<file path="src/rtl/mem_req_issue_pkg.sv">
// Shared types and widths for the memory request issue block.
// Covers the request layout, the transaction ID layout and the FSM states.
package mem_req_issue_pkg;
   localparam int RW_W      = 1;
   localparam int ADDR_W    = 31;
   localparam int DATA_W    = 32;
   localparam int REQ_W     = RW_W + ADDR_W + DATA_W;
   localparam int SLOT_W    = 3;
   localparam int GEN_W     = 7;
   localparam int ID_W      = GEN_W + SLOT_W;
   localparam int NUM_SLOTS = 1 << SLOT_W;

   typedef enum logic [1:0] {
      RUN   = 2'd0,
      DRAIN = 2'd1,
      DONE  = 2'd2
   } state_t;

   typedef struct packed {
      logic              rw;
      logic [ADDR_W-1:0] addr;
      logic [DATA_W-1:0] wdata;
   } req_t;

   function automatic logic [ID_W-1:0] make_id(input logic [GEN_W-1:0] g,
                                               input logic [SLOT_W-1:0] s);
      return {g, s};
   endfunction
endpackage

</file>
<file path="src/rtl/mem_req_issue_if.sv">
// Core request, downstream issue and completion signals of mem_req_issue.
// slave is the issue block's view; master is the core/downstream side.
interface mem_req_issue_if;
   import mem_req_issue_pkg::*;

   logic              req_valid;
   logic              req_ready;
   logic              req_rw;
   logic [ADDR_W-1:0] req_addr;
   logic [DATA_W-1:0] req_wdata;
   logic              access_en;
   logic [REQ_W-1:0]  request_out;
   logic [ID_W-1:0]   identification_out;
   logic              if_ready;
   logic              cpl_valid;
   logic [ID_W-1:0]   cpl_id;

   modport master (
      output req_valid, req_rw, req_addr, req_wdata, if_ready, cpl_valid, cpl_id,
      input  req_ready, access_en, request_out, identification_out
   );

   modport slave (
      input  req_valid, req_rw, req_addr, req_wdata, if_ready, cpl_valid, cpl_id,
      output req_ready, access_en, request_out, identification_out
   );
endinterface

</file>
<file path="src/rtl/mem_req_fifo.sv">
// Registered request FIFO with no pass-through: a pushed entry is visible
// at the head only after the push edge. Caller guarantees no push when full, no pop when empty.
module mem_req_fifo #(
   parameter int DEPTH = 4,
   parameter int WIDTH = 64
) (
   input  logic                     clk,
   input  logic                     reset,
   input  logic                     push,
   input  logic                     pop,
   input  logic [WIDTH-1:0]         din,
   output logic [WIDTH-1:0]         dout,
   output logic                     empty,
   output logic                     full,
   output logic [$clog2(DEPTH):0]   count
);
   localparam int PW = $clog2(DEPTH);
   localparam int CW = PW + 1;

   logic [WIDTH-1:0] mem [DEPTH];
   logic [PW-1:0]    wr_ptr, rd_ptr;

   // Power-of-two depth lets the pointers wrap by plain overflow.
   always_ff @(posedge clk or negedge reset) begin
      if (!reset) begin
         wr_ptr <= '0;
         rd_ptr <= '0;
         count  <= '0;
      end else begin
         if (push) wr_ptr <= wr_ptr + 1'b1;
         if (pop)  rd_ptr <= rd_ptr + 1'b1;
         count <= count + CW'(push) - CW'(pop);
      end
   end

   always_ff @(posedge clk) begin
      if (push) mem[wr_ptr] <= din;
   end

   assign dout  = mem[rd_ptr];
   assign empty = (count == '0);
   assign full  = (count == CW'(DEPTH));
endmodule

</file>
<file path="src/rtl/mem_req_issue.sv">
// Queues core memory requests, tags each with a {gen, slot} ID on issue to the
// downstream stage, retires them on matching completions, and supports draining.
module mem_req_issue
   import mem_req_issue_pkg::*;
#(
   parameter int FIFO_DEPTH = 4,
   parameter int SLOTS      = 8
) (
   input  logic                 clk,
   input  logic                 reset,
   mem_req_issue_if.slave       bus,
   input  logic                 drain_req,
   output logic                 drain_done,
   output logic [3:0]           outstanding,
   output logic                 err_spurious
);
   localparam int CW = $clog2(FIFO_DEPTH) + 1;

   state_t             state;
   req_t               wr_req, head;
   logic               push, pop, empty, full, alive;
   logic [CW-1:0]      count;
   logic [SLOTS-1:0]   busy, set_mask, clr_mask;
   logic [GEN_W-1:0]   gen [SLOTS];
   logic [SLOT_W-1:0]  free_slot, cpl_slot;
   logic [GEN_W-1:0]   cpl_gen;
   logic               any_free, issue, cpl_hit, cpl_bad;
   logic               access_q;
   logic [REQ_W-1:0]   req_q;
   logic [ID_W-1:0]    id_q;

   assign wr_req = '{rw: bus.req_rw, addr: bus.req_addr, wdata: bus.req_wdata};

   // alive holds req_ready low through reset and for the first edge after it.
   assign bus.req_ready          = alive && !full && (state == RUN);
   assign bus.access_en          = access_q;
   assign bus.request_out        = req_q;
   assign bus.identification_out = id_q;

   assign push = bus.req_valid && bus.req_ready;
   assign pop  = issue;

   mem_req_fifo #(.DEPTH(FIFO_DEPTH), .WIDTH(REQ_W)) u_fifo (
      .clk   (clk),
      .reset (reset),
      .push  (push),
      .pop   (pop),
      .din   (wr_req),
      .dout  (head),
      .empty (empty),
      .full  (full),
      .count (count)
   );

   // Lowest-index free slot from the pre-edge busy vector.
   always_comb begin
      any_free  = 1'b0;
      free_slot = '0;
      for (int i = SLOTS - 1; i >= 0; i--) begin
         if (!busy[i]) begin
            any_free  = 1'b1;
            free_slot = SLOT_W'(i);
         end
      end
   end

   assign issue    = !empty && bus.if_ready && any_free;
   assign cpl_slot = bus.cpl_id[SLOT_W-1:0];
   assign cpl_gen  = bus.cpl_id[ID_W-1:SLOT_W];
   assign cpl_hit  = bus.cpl_valid && busy[cpl_slot] && (gen[cpl_slot] == cpl_gen);
   assign cpl_bad  = bus.cpl_valid && !cpl_hit;
   assign set_mask = SLOTS'(issue) << free_slot;
   assign clr_mask = SLOTS'(cpl_hit) << cpl_slot;

   always_ff @(posedge clk or negedge reset) begin
      if (!reset) begin
         alive        <= 1'b0;
         busy         <= '0;
         access_q     <= 1'b0;
         req_q        <= '0;
         id_q         <= '0;
         outstanding  <= '0;
         err_spurious <= 1'b0;
         for (int i = 0; i < SLOTS; i++) gen[i] <= '0;
      end else begin
         alive       <= 1'b1;
         busy        <= (busy | set_mask) & ~clr_mask;
         access_q    <= issue;
         outstanding <= outstanding + 4'(issue) - 4'(cpl_hit);
         if (issue) begin
            req_q <= head;
            id_q  <= make_id(gen[free_slot], free_slot);
         end
         if (cpl_bad) err_spurious <= 1'b1;
         for (int i = 0; i < SLOTS; i++)
            if (clr_mask[i]) gen[i] <= gen[i] + 1'b1;
      end
   end

   always_ff @(posedge clk or negedge reset) begin
      if (!reset) begin
         state      <= RUN;
         drain_done <= 1'b0;
      end else begin
         drain_done <= 1'b0;
         case (state)
            RUN:     if (drain_req) state <= DRAIN;
            DRAIN:   if (empty && outstanding == '0) begin
                        state      <= DONE;
                        drain_done <= 1'b1;
                     end
            DONE:    if (!drain_req) state <= RUN;
            default: state <= RUN;
         endcase
      end
   end
endmodule

</file>
<file path="src/flat_wrapper.sv">
// flat-port wrapper written by rule: the top's interface ports become plain ports
module mem_req_issue_flat import mem_req_issue_pkg::*;
#(
   parameter int FIFO_DEPTH = 4,
   parameter int SLOTS      = 8
)
  (clk, reset, drain_req, drain_done, outstanding, err_spurious, bus_req_valid, bus_req_rw, bus_req_addr, bus_req_wdata, bus_if_ready, bus_cpl_valid, bus_cpl_id, bus_req_ready, bus_access_en, bus_request_out, bus_identification_out);
  mem_req_issue_if bus_i ();
  input  logic clk;
  input  logic reset;
  input  logic drain_req;
  output logic drain_done;
  output logic [3:0] outstanding;
  output logic err_spurious;
  input wire logic [$bits(bus_i.req_valid)-1:0] bus_req_valid;
  input wire logic [$bits(bus_i.req_rw)-1:0] bus_req_rw;
  input wire logic [$bits(bus_i.req_addr)-1:0] bus_req_addr;
  input wire logic [$bits(bus_i.req_wdata)-1:0] bus_req_wdata;
  input wire logic [$bits(bus_i.if_ready)-1:0] bus_if_ready;
  input wire logic [$bits(bus_i.cpl_valid)-1:0] bus_cpl_valid;
  input wire logic [$bits(bus_i.cpl_id)-1:0] bus_cpl_id;
  output wire logic [$bits(bus_i.req_ready)-1:0] bus_req_ready;
  output wire logic [$bits(bus_i.access_en)-1:0] bus_access_en;
  output wire logic [$bits(bus_i.request_out)-1:0] bus_request_out;
  output wire logic [$bits(bus_i.identification_out)-1:0] bus_identification_out;
  assign bus_i.req_valid = bus_req_valid;
  assign bus_i.req_rw = bus_req_rw;
  assign bus_i.req_addr = bus_req_addr;
  assign bus_i.req_wdata = bus_req_wdata;
  assign bus_i.if_ready = bus_if_ready;
  assign bus_i.cpl_valid = bus_cpl_valid;
  assign bus_i.cpl_id = bus_cpl_id;
  assign bus_req_ready = bus_i.req_ready;
  assign bus_access_en = bus_i.access_en;
  assign bus_request_out = bus_i.request_out;
  assign bus_identification_out = bus_i.identification_out;
  mem_req_issue #(.FIFO_DEPTH(FIFO_DEPTH), .SLOTS(SLOTS)) u_core (.clk(clk), .reset(reset), .bus(bus_i), .drain_req(drain_req), .drain_done(drain_done), .outstanding(outstanding), .err_spurious(err_spurious));
endmodule
</file>
<file path="config.mk">
export PLATFORM = sky130hd
export DESIGN_NAME = mem_req_issue_flat
export DESIGN_NICKNAME = d
export VERILOG_FILES = /design/src/rtl/mem_req_issue_pkg.sv /design/src/rtl/mem_req_issue_if.sv /design/src/rtl/mem_req_fifo.sv /design/src/rtl/mem_req_issue.sv /design/src/flat_wrapper.sv
export SDC_FILE = /design/constraint.sdc
export NUM_CORES = 1
export LEC_CHECK = 0
export CAP_MARGIN = 20
export CORE_MARGIN = 10
export CORE_UTILIZATION = 60
export CTS_CLUSTER_SIZE = 8
export DETAILED_ROUTE_END_ITERATION = 8
export HOLD_SLACK_MARGIN = 0.08
export PLACE_DENSITY = 0.93
export SETUP_SLACK_MARGIN = 0.5
export SLEW_MARGIN = 30
export SYNTH_ARGS = -nofsm -noshare
export SYNTH_HDL_FRONTEND = slang
export SYNTH_SLANG_ARGS = --single-unit
</file>
<file path="constraint.sdc">
create_clock -name clk -period 7 [get_ports clk]
set_clock_uncertainty 0.1 [all_clocks]
set_input_delay 1.4 -clock clk [delete_from_list [all_inputs] [get_ports clk]]
set_output_delay 1.4 -clock clk [all_outputs]
set_load 0.02 [all_outputs]
</file>
==> flow_summary_export.csv, run 1 <==
group,metric,value,unit
clock_network,root_buffer,"clkbuf_16",
pwr,ir_drop,323,uV
floorplan,die_w,187,um
pwr,power_density,411,nW/um^2
logic_synthesis,synthesis.area,16800,um^2
global_routing,grt_pass1_vias,11200,
finish,fillCellCount,1579,
critical_path,path_buf_inv,4,
run_status,status,"finished, final reports clean",
pwr,p_total,8.43,mW
critical_path,crit_chain,"clkdlybuf4s50_1 > nor2b_1 > a22oi_1 > a21o_1 > a221oi_2 > nand4_2 > inv_2 > ha_1 > inv_1 > ha_1 > inv_1 > fa_1 > xnor2_1",
drt,vias,10600,
logic_synthesis,ys_seq_elements,411,
logic_synthesis,synth_ff_type,"edfxtp_1",
place,place.gp.congestion,0.966,
timing,setup_viol,0,
pwr,cellLeakagePower,8.06,nW
drt,routed_via_density,6.17,
timing,final-hold-violation-count,0,
logic_synthesis,synth_nets,1212,
logic_synthesis,synthCells,1111,
logic_synthesis,ys_seq_area_frac,0.689,
timing,finalMaxSlewViolations,0,
clock_network,cts_tree,"done",
critical_path,max_stage_delay,0.88,ns
floorplan,die_height,187,um
clock_network,clkLatencyLatePin,0.58,ns
logic_synthesis,synth_cell_types,49,
finish,layout-area-overhead-vs-synth,22.0,%
clock_network,cts-htree-levels,2,
global_routing,grtUsageTotal,0.251,
place,dp.final_hpwl,26.0,mm
global_routing,grt_max_degree,78,
critical_path,criticalPathCategory,"input port to register",
timing,worst_pin_slew,1.01,ns
run,drv_cap,0,
floorplan,dieArea,35100,um^2
critical_path,path_max_fanout,15,
timing,period_minus_slack,4.50,ns
finish,fin_nets,1396,
timing,rsz0062_at_grt,"no",
critical_path,critPathRequiredTime,7.33,ns
finish,antennaDiodeCount,0,
floorplan,rows,61,
timing,maxSlewHeadroom,0.327,
critical_path,critPathArrivalTime,4.83,ns
drt,wl_per_cell,25.7,um
clock_network,hold_buffers,0,
floorplan,fp.coreArea,27700,um^2
timing,timing.setup.tns,0,ns
drt,firstDrtPassIters,5,
critical_path,slowest_stage,"clkdlybuf4s50_1",
floorplan,initial_utilization,0.606,
global_routing,globalRouteOverflowTotal,0,
logic_synthesis,synth-edff-count,256,
drt,drc,0,
drt,drt_wl_total,44.0,mm
clock_network,clock_path_buffers,3,
logic_synthesis,avgSynthCellArea,15.1,um^2
clock_network,cts_num_sinks,411,
logic_synthesis,synth-async-reset-ratio,0.377,
finish,drive_above_1_share,0.138,
critical_path,crit_family,"buffers and inverters",
critical_path,setup.worst_path.start_class,"input port",
global_routing,antenna_found_initial,3,
clock_network,cts_resized,0,
timing,max_freq,0.222,GHz
critical_path,worst_setup_path_end_kind,"register",
place,port_buffers,161,
clock_network,postCtsSetupRepairBufs,0,
floorplan,top_level_ports,162,
min_path,hold_path_class,"register to register",
drt,drtAntennaViolNets,0,
clock_network,cts_made_buffers,57,
clock_network,clkTransAtPathRegs,0.05,ns
logic_synthesis,ys_warn_count,0,
global_routing,grt_first_pass_wirelength,68.6,mm
timing,period_share,0.643,
drt,drtIter0Drc,888,
[logic make-up (layout without fill, tap and decap cells)]
family / after synthesis / in the layout / synth area share
adders and majority gates: 21 / 21 / 0.0165
muxes: 106 / 106 / 0.123
DFF: 411 / 411 / 0.689
and+or+nand+nor: 397 / 397 / 0.105
xor gates and xnor gates: 58 / 58 / 0.0303
other: 1 / 1 / 0.000223
AOI/OAI and AO/OA: 46 / 46 / 0.0192
buffers and inverters: 71 / 297 / 0.0174
[metal layers]
layer | global-route usage | share of wire | up-vias
met5 | 0 | 0.0010 | -
met4 | 0.0884 | 0.033 | 6
met3 | 0.0572 | 0.085 | 115
li1 | - | - | 4493
met1 | 0.316 | 0.37 | 5373
met2 | 0.420 | 0.51 | 601
[layout make-up]
cell class | instances | area (um^2) | area share
Inverter | 21 | 78.8 | 0.00385
Clock buffer | 99 | 1620 | 0.0788
Multi-Input combinational cell | 629 | 4950 | 0.242
Timing Repair Buffer | 175 | 1750 | 0.0854
Sequential cell | 411 | 11600 | 0.565
Tap cell | 378 | 473 | 0.0231
Clock inverter | 2 | 50.0 | 0.00244
[power by group]
part	internal [mW]	total [mW]	switching [mW]
Combinational	1.13	2.69	1.57
Sequential	2.89	3.17	0.286
Clock	1.55	2.56	1.01
Total	5.57	8.43	2.86
[synth_stat cells (2+ instances only)]
| cell type | number | share of area |
|---|---|---|
| buf_2 | 5 | 0.0015 |
| and2_1 | 4 | 0.0015 |
| clkbuf_1 | 30 | 0.0067 |
| a221oi_1 | 7 | 0.0037 |
| nor3_1 | 41 | 0.012 |
| nand4_1 | 8 | 0.0030 |
| xor2_1 | 43 | 0.022 |
| nand3_1 | 41 | 0.012 |
| buf_6 | 2 | 0.0013 |
| a21oi_1 | 5 | 0.0015 |
| and4_1 | 2 | 0.0010 |
| mux2_2 | 15 | 0.010 |
| buf_1 | 12 | 0.0027 |
| nor2b_1 | 4 | 0.0015 |
| mux4_2 | 78 | 0.10 |
| a22oi_1 | 4 | 0.0018 |
| nand2b_1 | 4 | 0.0015 |
| edfxtp_1 | 256 | 0.46 |
| fa_1 | 2 | 0.0024 |
| nor4_1 | 19 | 0.0071 |
| dfrtp_1 | 155 | 0.23 |
| a21o_1 | 5 | 0.0022 |
| nand2_1 | 230 | 0.051 |
| mux2i_1 | 11 | 0.0066 |
| o21ai_0 | 5 | 0.0015 |
| o22ai_1 | 5 | 0.0019 |
| a31oi_1 | 4 | 0.0015 |
| nor2_1 | 28 | 0.0063 |
| mux2_1 | 2 | 0.0013 |
| o21a_1 | 3 | 0.0013 |
| inv_1 | 20 | 0.0045 |
| and3_1 | 10 | 0.0037 |
| o21ai_1 | 2 | 0.00060 |
| a21boi_0 | 2 | 0.00089 |
| ha_1 | 19 | 0.014 |
| xnor2_1 | 15 | 0.0078 |
[final timing paths]
path                                                 start                                      endpoint  slack, ns  cells past startpoint
max in group asynchronous                            reset           u_core.u_fifo.rd_ptr[0]$_DFFE_PN0N_       5.09                      2
setup / recovery                             bus_cpl_id[1]               u_core.outstanding[2]$_DFF_PN0_       2.50                     13
hold reg to reg            u_core.err_spurious$_DFFE_PN0P_               u_core.err_spurious$_DFFE_PN0P_       0.35                      1
min in group asynchronous                            reset        u_core.bus.request_out[32]$_DFFE_PN0N_       0.65                      1
hold / removal             u_core.err_spurious$_DFFE_PN0P_               u_core.err_spurious$_DFFE_PN0P_       0.35                      1
setup reg to reg                  u_core.busy[7]$_DFF_PN0_  u_core.bus.identification_out[4]$_DFFE_PN0N_       3.67                      8
[through the flow]
step | hold WS [ns] | utilization | setup WS (ns) | area [um^2] | cells
6_report | 0.354 | 0.739 | 2.50 | 20500 | 1715
4_1_cts | 0.356 | 0.738 | 2.58 | 20400 | 1714
3_5_place_dp | 0.344 | 0.678 | 2.02 | 18800 | 1613
5_1_grt | 0.383 | 0.739 | 2.20 | 20500 | 1715
3_3_place_gp | 0.348 | 0.678 | 2.06 | 18800 | 1613
2_1_floorplan | 0.341 | - | 2.88 | 16800 | 1111
[registers in the layout, indices dropped and copies added (netlist names), 3 cells and up]
register,flops
u_core.u_fifo.mem,256
u_core.bus.request_out,64
u_core.gen,56
u_core.bus.identification_out,10
u_core.busy,8
u_core.outstanding,4
u_core.u_fifo.count,3
[layout by cell type, fill, tap and decap left out, drive strengths merged, types with 5 or more instances in the layout]
cell,instances
edfxtp,256
nand2,230
clkdlybuf4s50,159
dfrtp,155
clkbuf,99
mux4,78
xor2,43
nor3,41
nand3,41
nor2,28
inv,22
nor4,20
ha,19
mux2,17
buf,16
xnor2,15
mux2i,11
and3,10
nand4,9
a221oi,8
o21ai,7
o22ai,5
a21oi,5
a21o,5
Power figures use the tool's default switching activity.
==> inputs of run 2 (changes only) <==
--- a/config.mk
+++ b/config.mk
@@ -7,11 +7,11 @@
 export LEC_CHECK = 0
 export CAP_MARGIN = 20
 export CORE_MARGIN = 10
-export CORE_UTILIZATION = 60
+export CORE_UTILIZATION = 52
 export CTS_CLUSTER_SIZE = 8
 export DETAILED_ROUTE_END_ITERATION = 8
 export HOLD_SLACK_MARGIN = 0.08
-export PLACE_DENSITY = 0.93
+export PLACE_DENSITY = 0.86
 export SETUP_SLACK_MARGIN = 0.5
 export SLEW_MARGIN = 30
 export SYNTH_ARGS = -nofsm -noshare
==> constraint.sdc (replaced) <==
create_clock -name clk -period 3.9 [get_ports clk]
set_clock_uncertainty 0.1 [all_clocks]
set_input_delay 0.78 -clock clk [delete_from_list [all_inputs] [get_ports clk]]
set_output_delay 0.78 -clock clk [all_outputs]
set_load 0.02 [all_outputs]
==> run 2 against run 1 <==
  * Via count is 2.1% lower
  * First-iteration DRC count is 9.0% higher
  * Count of clock-buffer cells in the layout is 2 lower
==> flow_summary_export.csv, run 2 (synthesized netlist as in run 1, its figures left out) <==
group,metric,value,unit
run_status,status,"finished, final reports clean",
drt,drtIter0Drc,968,
timing,maxSlewHeadroom,0.376,
clock_network,root_buffer,"clkbuf_16",
drt,routed_via_density,5.87,
floorplan,initial_utilization,0.529,
pwr,ir_drop,588,uV
global_routing,grt_first_pass_wirelength,65.7,mm
finish,layout_common_cells,"edfxtp_1, nand2_1, clkdlybuf4s50_1, dfrtp_1, mux4_2",
timing,final-hold-violation-count,0,
clock_network,clkTransAtPathRegs,0.05,ns
drt,wl_per_cell,24.0,um
critical_path,criticalPathCategory,"input port to register",
finish,regArea,11600,um^2
finish,layout-area-overhead-vs-synth,24.1,%
floorplan,top_level_ports,162,
place,dp_cells,1664,
finish,antennaDiodeCount,0,
drt,drt_wl_total,42.4,mm
global_routing,globalRouteOverflowTotal,0,
clock_network,clkLatencyLatePin,0.56,ns
timing,whs,0.362,ns
place,place.gp.congestion,0.960,
drt,drtAntennaViolNets,0,
finish,max_flop_register,"u_core.u_fifo.mem",
finish,fillCellCount,2150,
drt,vias,10400,
critical_path,critPathRequiredTime,4.25,ns
critical_path,path_max_fanout,9,
critical_path,crit_chain,"clkdlybuf4s50_1 > nor2b_1 > a22oi_1 > a21o_1 > a221oi_2 > nand4_2 > inv_4 > ha_4 > inv_2 > ha_4 > inv_2 > fa_2 > inv_1",
floorplan,die_w,200,um
finish,largest_register_ffs,256,
clock_network,cts_made_buffers,57,
place,port_buffers,161,
finish,post-route-util,0.657,
global_routing,grt_pass1_vias,11100,
critical_path,setup.worst_path.start_class,"input port",
floorplan,fp.coreArea,31700,um^2
place,dp.final_hpwl,27.0,mm
clock_network,cts-htree-levels,2,
critical_path,critPathArrivalTime,3.65,ns
finish,multi_input_area,4990,um^2
timing,finalWorstSetupSlack,0.606,ns
place,dpl_cell_area,19200,um^2
finish,drive_above_1_share,0.157,
timing,rsz0062_at_grt,"no",
critical_path,max_stage_delay,0.65,ns
global_routing,antenna_found_initial,2,
timing,period_share,0.845,
timing,max_freq,0.304,GHz
place,dp_slack,0.0557,ns
clock_network,clock_path_buffers,3,
finish,mostFrequentLayoutCell,"edfxtp_1",
global_routing,grtUsageTotal,0.217,
drt,firstDrtPassIters,5,
floorplan,dieArea,39900,um^2
finish,fin_area,20800,um^2
finish,layout.cells.non_filler,1765,
global_routing,grt_max_degree,77,
finish,fin_nets,1423,
drt,wl_met2,20.6,mm
floorplan,die_height,200,um
drt,drt-met1-wl,16.9,mm
timing,period_minus_slack,3.29,ns
run,drv_cap,0,
clock_network,cts_tree,"done",
timing,setup_viol,0,
drt,drc,0,
min_path,hold_path_class,"register to register",
pwr,cellLeakagePower,8.21,nW
critical_path,worst_setup_path_end_kind,"register",
timing,finalMaxSlewViolations,0,
timing,timing.setup.tns,0,ns
pwr,p_total,15.1,mW
floorplan,rows,65,
critical_path,slowest_stage,"clkdlybuf4s50_1",
drt,dr.max_layer_used,"met5",
timing,worst_pin_slew,0.932,ns
drt,wl_met3,3.84,mm
clock_network,cts_num_sinks,411,
pwr,power_density,725,nW/um^2
[run 2: cell types whose count changed in the layout (fill, tap and decap cells not counted), moves of 2 or more]
cell / delta
buf_4: +20
buf_12: +10
and3_2: -4
and3_4: +4
buf_6: -4
ha_1: -2
ha_4: +2
inv_1: -2
[run 2: routing by layer]
| metal | track usage | vias up |
|---|---|---|
| met5 | 0 | - |
| met4 | 0.0550 | 4 |
| met3 | 0.0584 | 90 |
| met2 | 0.355 | 480 |
| met1 | 0.282 | 5244 |
| li1 | - | 4545 |
[run 2: path summary, 6_finish.rpt]
kind / from / end / slack [ns] / depth (start not counted)
min in group asynchronous: reset / u_core.bus.request_out[18]$_DFFE_PN0N_ / 0.61 / 2
max reg2reg: u_core.gen[30]$_DFFE_PN0P_ / u_core.outstanding[1]$_DFF_PN0_ / 0.89 / 12
max: bus_cpl_id[2] / u_core.outstanding[1]$_DFF_PN0_ / 0.61 / 13
min: u_core.err_spurious$_DFFE_PN0P_ / u_core.err_spurious$_DFFE_PN0P_ / 0.36 / 1
max in group asynchronous: reset / u_core.bus.request_out[53]$_DFFE_PN0N_ / 2.27 / 3
min reg2reg: u_core.err_spurious$_DFFE_PN0P_ / u_core.err_spurious$_DFFE_PN0P_ / 0.36 / 1
[run 2: power breakdown]
part	internal (mW)	total [mW]	leakage (nW)	switching, mW
Combinational	2.10	4.89	3.17	2.79
Clock	2.78	4.56	0.783	1.77
Sequential	5.18	5.65	4.26	0.470
[run 2: cell type report]
class | instances | area share
Inverter | 21 | 0.00390
Sequential cell | 411 | 0.555
Clock buffer | 97 | 0.0757
Timing Repair Buffer | 202 | 0.0980
Clock inverter | 3 | 0.00336
Multi-Input combinational cell | 629 | 0.240
Tap cell | 402 | 0.0241
[run 2: critical path: cells and delay by family]
kind	cells	cell delay (ns)
AOI/OAI and AO/OA	3	0.66
and+or+nand+nor	2	0.48
adders and majority gates	3	0.84
buffers and inverters	5	0.89
[run 2: timing repair]
action,4_1_cts,5_1_grt
hold buffers,1,0
setup endpoints to repair,0,2
resized for setup,0,1
endpoints found under the hold margin,41,0
buffers inserted,0,0
